**src/rtl/aclk_pkg.sv**
```systemverilog
// Shared types and constants for the alarm-clock time path: BCD digit type,
// time limits, per-cycle update selection and load-range helpers.
package aclk_pkg;

  localparam int unsigned DIGIT_W = 4;

  typedef logic [DIGIT_W-1:0] digit_t;

  localparam digit_t MAX_DIGIT    = 4'd9;
  localparam digit_t MAX_MIN_TENS = 4'd5;
  localparam digit_t MAX_HR_TENS  = 4'd2;
  localparam digit_t MAX_HR_UNITS_AT_20 = 4'd3;
  localparam int unsigned MAX_HOUR = 23;

  typedef struct packed {
    digit_t ms_hr;
    digit_t ls_hr;
    digit_t ms_min;
    digit_t ls_min;
  } bcd_time_t;

  localparam bcd_time_t MIDNIGHT = '0;

  typedef enum logic [1:0] {
    UPD_IDLE,
    UPD_LOAD,
    UPD_REJECT,
    UPD_TICK
  } upd_t;

  function automatic logic bcd_valid(input digit_t d);
    return d <= MAX_DIGIT;
  endfunction

  // Two BCD digits combined as a binary value; 7 bits covers up to 99.
  function automatic logic [6:0] bcd_pair_value(input digit_t tens, input digit_t units);
    return 7'(tens) * 7'd10 + 7'(units);
  endfunction

  function automatic logic time_valid(input bcd_time_t t);
    return bcd_valid(t.ms_hr) && bcd_valid(t.ls_hr) &&
           bcd_valid(t.ms_min) && bcd_valid(t.ls_min) &&
           (t.ms_min <= MAX_MIN_TENS) &&
           (bcd_pair_value(t.ms_hr, t.ls_hr) <= 7'(MAX_HOUR));
  endfunction

endpackage

```
**src/rtl/aclk_bcd_digit.sv**
```systemverilog
// One BCD digit counter: synchronous load, increment modulo (limit+1), and a
// carry that is high in the cycle the digit wraps from limit back to 0.
module aclk_bcd_digit
  import aclk_pkg::*;
#(
  parameter digit_t INIT = '0
) (
  input  logic       clk,
  input  logic       reset,
  input  logic       inc,
  input  logic       load,
  input  logic [3:0] load_val,
  input  logic [3:0] limit,
  output logic [3:0] q,
  output logic       carry
);

  always_ff @(posedge clk) begin
    if (!reset) begin
      q <= INIT;
    end else if (load) begin
      q <= load_val;
    end else if (inc) begin
      q <= (q == limit) ? '0 : q + 4'd1;
    end
  end

  assign carry = inc && (q == limit);

endmodule

```
**src/rtl/aclk_time_counter.sv**
```systemverilog
// 24-hour BCD current-time register with validated load and minute advance.
// Define ACLK_AMPM_EN to present the hour in 12-hour format with a pm flag.
module aclk_time_counter
  import aclk_pkg::*;
#(
  parameter int unsigned INIT_HOUR = 0,
  parameter int unsigned INIT_MIN  = 0
) (
  input  logic       clk,
  input  logic       reset,
  input  logic       one_minute,
  input  logic       load_new_c,
  input  logic [3:0] new_current_time_ms_hr,
  input  logic [3:0] new_current_time_ls_hr,
  input  logic [3:0] new_current_time_ms_min,
  input  logic [3:0] new_current_time_ls_min,
  output logic [3:0] current_time_ms_hr,
  output logic [3:0] current_time_ls_hr,
  output logic [3:0] current_time_ms_min,
  output logic [3:0] current_time_ls_min,
  output logic       pm,
  output logic       day_wrap,
  output logic       load_err
);

  bcd_time_t new_time;
  bcd_time_t cur;
  upd_t      upd;
  logic      do_load;
  logic      do_tick;
  logic      carry_ls_min;
  logic      carry_ms_min;
  logic      carry_ls_hr;
  logic      carry_ms_hr;
  digit_t    ls_hr_limit;

  assign new_time = '{ms_hr:  new_current_time_ms_hr,
                      ls_hr:  new_current_time_ls_hr,
                      ms_min: new_current_time_ms_min,
                      ls_min: new_current_time_ls_min};

  // A load request always wins the cycle, so a coincident minute pulse is lost.
  always_comb begin
    upd = UPD_IDLE;
    if (load_new_c) begin
      upd = time_valid(new_time) ? UPD_LOAD : UPD_REJECT;
    end else if (one_minute) begin
      upd = UPD_TICK;
    end
  end

  assign do_load = (upd == UPD_LOAD);
  assign do_tick = (upd == UPD_TICK);

  // Hour units wrap at 3 in the twenties so 23 rolls straight to 00.
  assign ls_hr_limit = (cur.ms_hr == MAX_HR_TENS) ? MAX_HR_UNITS_AT_20 : MAX_DIGIT;

  aclk_bcd_digit #(.INIT(digit_t'(INIT_MIN % 10))) u_ls_min (
    .clk      (clk),
    .reset    (reset),
    .inc      (do_tick),
    .load     (do_load),
    .load_val (new_time.ls_min),
    .limit    (MAX_DIGIT),
    .q        (cur.ls_min),
    .carry    (carry_ls_min)
  );

  aclk_bcd_digit #(.INIT(digit_t'(INIT_MIN / 10))) u_ms_min (
    .clk      (clk),
    .reset    (reset),
    .inc      (carry_ls_min),
    .load     (do_load),
    .load_val (new_time.ms_min),
    .limit    (MAX_MIN_TENS),
    .q        (cur.ms_min),
    .carry    (carry_ms_min)
  );

  aclk_bcd_digit #(.INIT(digit_t'(INIT_HOUR % 10))) u_ls_hr (
    .clk      (clk),
    .reset    (reset),
    .inc      (carry_ms_min),
    .load     (do_load),
    .load_val (new_time.ls_hr),
    .limit    (ls_hr_limit),
    .q        (cur.ls_hr),
    .carry    (carry_ls_hr)
  );

  aclk_bcd_digit #(.INIT(digit_t'(INIT_HOUR / 10))) u_ms_hr (
    .clk      (clk),
    .reset    (reset),
    .inc      (carry_ls_hr),
    .load     (do_load),
    .load_val (new_time.ms_hr),
    .limit    (MAX_HR_TENS),
    .q        (cur.ms_hr),
    .carry    (carry_ms_hr)
  );

  always_ff @(posedge clk) begin
    if (!reset) begin
      day_wrap <= 1'b0;
      load_err <= 1'b0;
    end else begin
      day_wrap <= carry_ms_hr;
      load_err <= (upd == UPD_REJECT);
    end
  end

  assign current_time_ms_min = cur.ms_min;
  assign current_time_ls_min = cur.ls_min;

`ifdef ACLK_AMPM_EN
  logic [4:0] hour24;
  logic [4:0] hour12;

  always_comb begin
    hour24 = 5'(cur.ms_hr) * 5'd10 + 5'(cur.ls_hr);
    pm     = (hour24 >= 5'd12);
    if (hour24 == 5'd0) begin
      hour12 = 5'd12;
    end else if (hour24 > 5'd12) begin
      hour12 = hour24 - 5'd12;
    end else begin
      hour12 = hour24;
    end
    if (hour12 >= 5'd10) begin
      current_time_ms_hr = 4'd1;
      current_time_ls_hr = 4'(hour12 - 5'd10);
    end else begin
      current_time_ms_hr = 4'd0;
      current_time_ls_hr = 4'(hour12);
    end
  end
`else
  assign current_time_ms_hr = cur.ms_hr;
  assign current_time_ls_hr = cur.ls_hr;
  assign pm                 = 1'b0;
`endif

endmodule

```
**config.mk**
```make
export PLATFORM = sky130hd
export DESIGN_NAME = aclk_time_counter
export DESIGN_NICKNAME = d
export VERILOG_FILES = /design/src/rtl/aclk_pkg.sv /design/src/rtl/aclk_bcd_digit.sv /design/src/rtl/aclk_time_counter.sv
export SDC_FILE = /design/constraint.sdc
export NUM_CORES = 1
export LEC_CHECK = 0
export ABC_AREA = 1
export BUFFER_PORTS_ARGS = -buffer_cell sky130_fd_sc_hd__buf_4
export CAP_MARGIN = 25
export CORE_MARGIN = 5
export CORE_UTILIZATION = 53
export DETAILED_ROUTE_END_ITERATION = 7
export PLACE_DENSITY = 0.88
export SYNTH_ARGS = -nofsm -noshare
export SYNTH_HDL_FRONTEND = slang
export SYNTH_SLANG_ARGS = --single-unit
```
**constraint.sdc**
```tcl
create_clock -name clk -period 2.45 [get_ports clk]
set_clock_uncertainty 0.05 [all_clocks]
set_input_delay 0.1225 -clock clk [delete_from_list [all_inputs] [get_ports clk]]
set_output_delay 0.1225 -clock clk [all_outputs]
set_load 0.03 [all_outputs]
```
==> results.md <==
* DIE AREA at 4220 sq um
* Gr ovfl total at 0
* Drt drc at 0
* Status: complete, no violations
* Mean routed wirelength per cell at 12.2 um
* Seq pwr share at 0.426
* I/O pins at 39
* Worst path required time at 2.58 ns
* Remaining antenna violation count after routing at 0
* TritonRoute pass-1 iters at 4
* Cell count after synthesis at 246
* RSZ-0062 raised after global routing: no
* Clock transition at path regs at 0.11 ns
* Row cnt at 20
* Setup slack at placement at 0.0468 ns
* Worst-Margin Slew at 0.611 ns
* Placed inst area at 1910 sq um
* Clock Sink Count at 18
* Cell area after synthesis at 1600 sq um
* Period utilization at 0.855
* Final min period at 2.09 ns
* Floorplan die height at 65.0 um
* P per Cell Area at 370 nW/um^2
* Clock share of power at 0.263
* WP data arrival at 2.22 ns
* Final wirelength at 3900 um
* Core area at 2980 sq um
* Cell total after placement at 315
* Post-synth EDFFs at 0
* Vias in the first global route at 1665
* Root cell of the clock tree: clkbuf_4
* Vias per cell at 5.37
* Final net count at 317
* Total Power at 0.725 mW
* Crit path max fanout at 12
* Number of CTS-inserted buffers at 3
* Port Buffers at 37
* Initial antenna violation count at 0
* Worst skew pair latency at 0.30 ns
* Crit path launch type: input pin
* Cts hold-fix bufs at 1
* Layout cells sized above 1 at 0.226
* First-pass GRT wire length at 7050 um
* Non-Filler Instances at 320
* Synth area leaders: dfxtp_1, nand2_1, nand3_1
* P_sw at 0.249 mW
* Async SR Flop Fraction at 0
* WL met3 at 219 um
* Largest net degree at the start of global routing at 17
* Synth top area share at 0.225
* Final setup viols at 0
* Wire length on met2 at 1960 um
* Vias at 1719
* Leakage at 0.948 nW
* Starting Density at 0.537
* Max layer used: met4
* Internal power at 0.476 mW
* Net switching fraction of the power at 0.343
* Post-DP HPWL at 3140 um
* Number of diodes at 0
* CP Class: input pin to register
* #FFs+latches synth at 18
* Slew HR at 0.592
* Mapped Avg Cell Area at 6.51 sq um
* Synth cell types at 32
* Final Hold Fails at 0
* Post-synth top area cell: dfxtp_1
* Crit. End Element: register
* P&R area growth vs syn at 22.5%
* Setup TNS at 0 ns
* Worst hold slack at 0.0273 ns
* Sequential element share of the synthesized area at 0.225
* Metal1 wirelength at 1670 um
* Comb power frac at 0.311
* Final core utilization at 0.658
* Net Count, Synth at 275
* GPL Wtd Cong at 0.883
* Global-route usage over all layers at 0.205
* Post-CTS resize count at 0
* Post CTS Setup Buffer Count at 0
* Fmax achieved at 477 MHz
* Yosys warnings at 0
* TritonCTS clock tree: built
* Peak VDD IR at 0.250 mV
* H-tree lvl count at 1
* Hold crit path type: input pin to register
* DR iter-0 viols at 113
* Max Slew Vio Count at 0
* Die Width at 65.0 um
* Total of max-cap violations at 0
* Prevailing post-synth register cell: dfxtp_1
* Clock Tree Buf Depth at 2
* Fin worst setup slack at 0.355 ns
* Post-Layout Inst Area at 1960 sq um
[power by group through the flow]
stage	Clock, mW	Combinational (mW)	Sequential [mW]
6_report	0.190	0.226	0.308
3_3_place_gp	0	0.218	0.315
2_1_floorplan	0	0.137	0.326
5_1_grt	0.211	0.254	0.310
4_1_cts	0.197	0.224	0.308
3_5_place_dp	0	0.222	0.315
[state kept, by name, indices dropped and copies added (netlist names)]
| signal | count |
|---|---|
| u_ls_hr.q | 4 |
| day_wrap | 1 |
| u_ls_min.q | 4 |
| load_err | 1 |
| u_ms_min.q | 4 |
| u_ms_hr.q | 4 |
[worst paths after layout]
path	start	depth (start not counted)	to	slack, ns
max	new_current_time_ms_hr[3]	14	u_ms_hr.q[1]	0.36
min	reset	3	u_ms_min.q[0]	0.03
max reg2reg	u_ls_min.q[1]	6	u_ms_hr.q[3]	0.75
min reg2reg	u_ls_hr.q[3]	2	u_ls_hr.q[3]	0.49
[layout by cell type, fill, tap and decap left out, types with 2 or more instances in the layout]
cell type and instances:
a21oi_1 11, a21oi_2 5, buf_4 43, clkbuf_4 3, dfxtp_1 18, fa_1 2, ha_1 7, inv_1 34
inv_2 3, nand2_1 53, nand3_1 26, nand4_1 20, nor2_1 26, nor2_2 2, nor2_4 2, o21ai_0 9
xor2_1 8
[Yosys cell counts (all sizes together), types with 2 or more instances]
cell type	number
inv	37
nand3	28
clkbuf	2
buf	5
nand4	21
nand2	54
o21ai	10
a21oi	16
xor2	8
nor3	2
dfxtp	18
ha	7
fa	2
nor2	30
[critical path, cell delays in order]
cell     delay, ns
buf_4         0.13
ha_1          0.27
ha_1          0.20
inv_1         0.07
fa_1          0.45
nor2_2        0.17
nand3_1       0.11
nand2_1       0.07
nand2_1       0.08
nand4_4       0.16
buf_4         0.19
nand2_1       0.06
nand2_1       0.06
a21oi_1       0.05
[per-layer routing]
metal / up-vias / track usage
met5: - / 0
met4: 0 / 0.0580
met3: 6 / 0.0485
met2: 46 / 0.349
met1: 779 / 0.257
li1: 888 / -
[cell type report]
type                    instances  area (sq um)
fillers                       266          1020
clock buffers                   4          36.3
repair buffers                 44           333
well taps                      33          41.3
inverters                      37           139
flip-flops and latches         18           360
multi-input cells             184          1050
[cell families after synthesis]
group,synth area share
buffers and inverters,0.118
DFF,0.225
other,0.00234
xor gates and xnor gates,0.0493
AOI/OAI and AO/OA,0.115
and+or+nand+nor,0.410
adders and majority gates,0.0797
(Power assumes the default switching activity.)
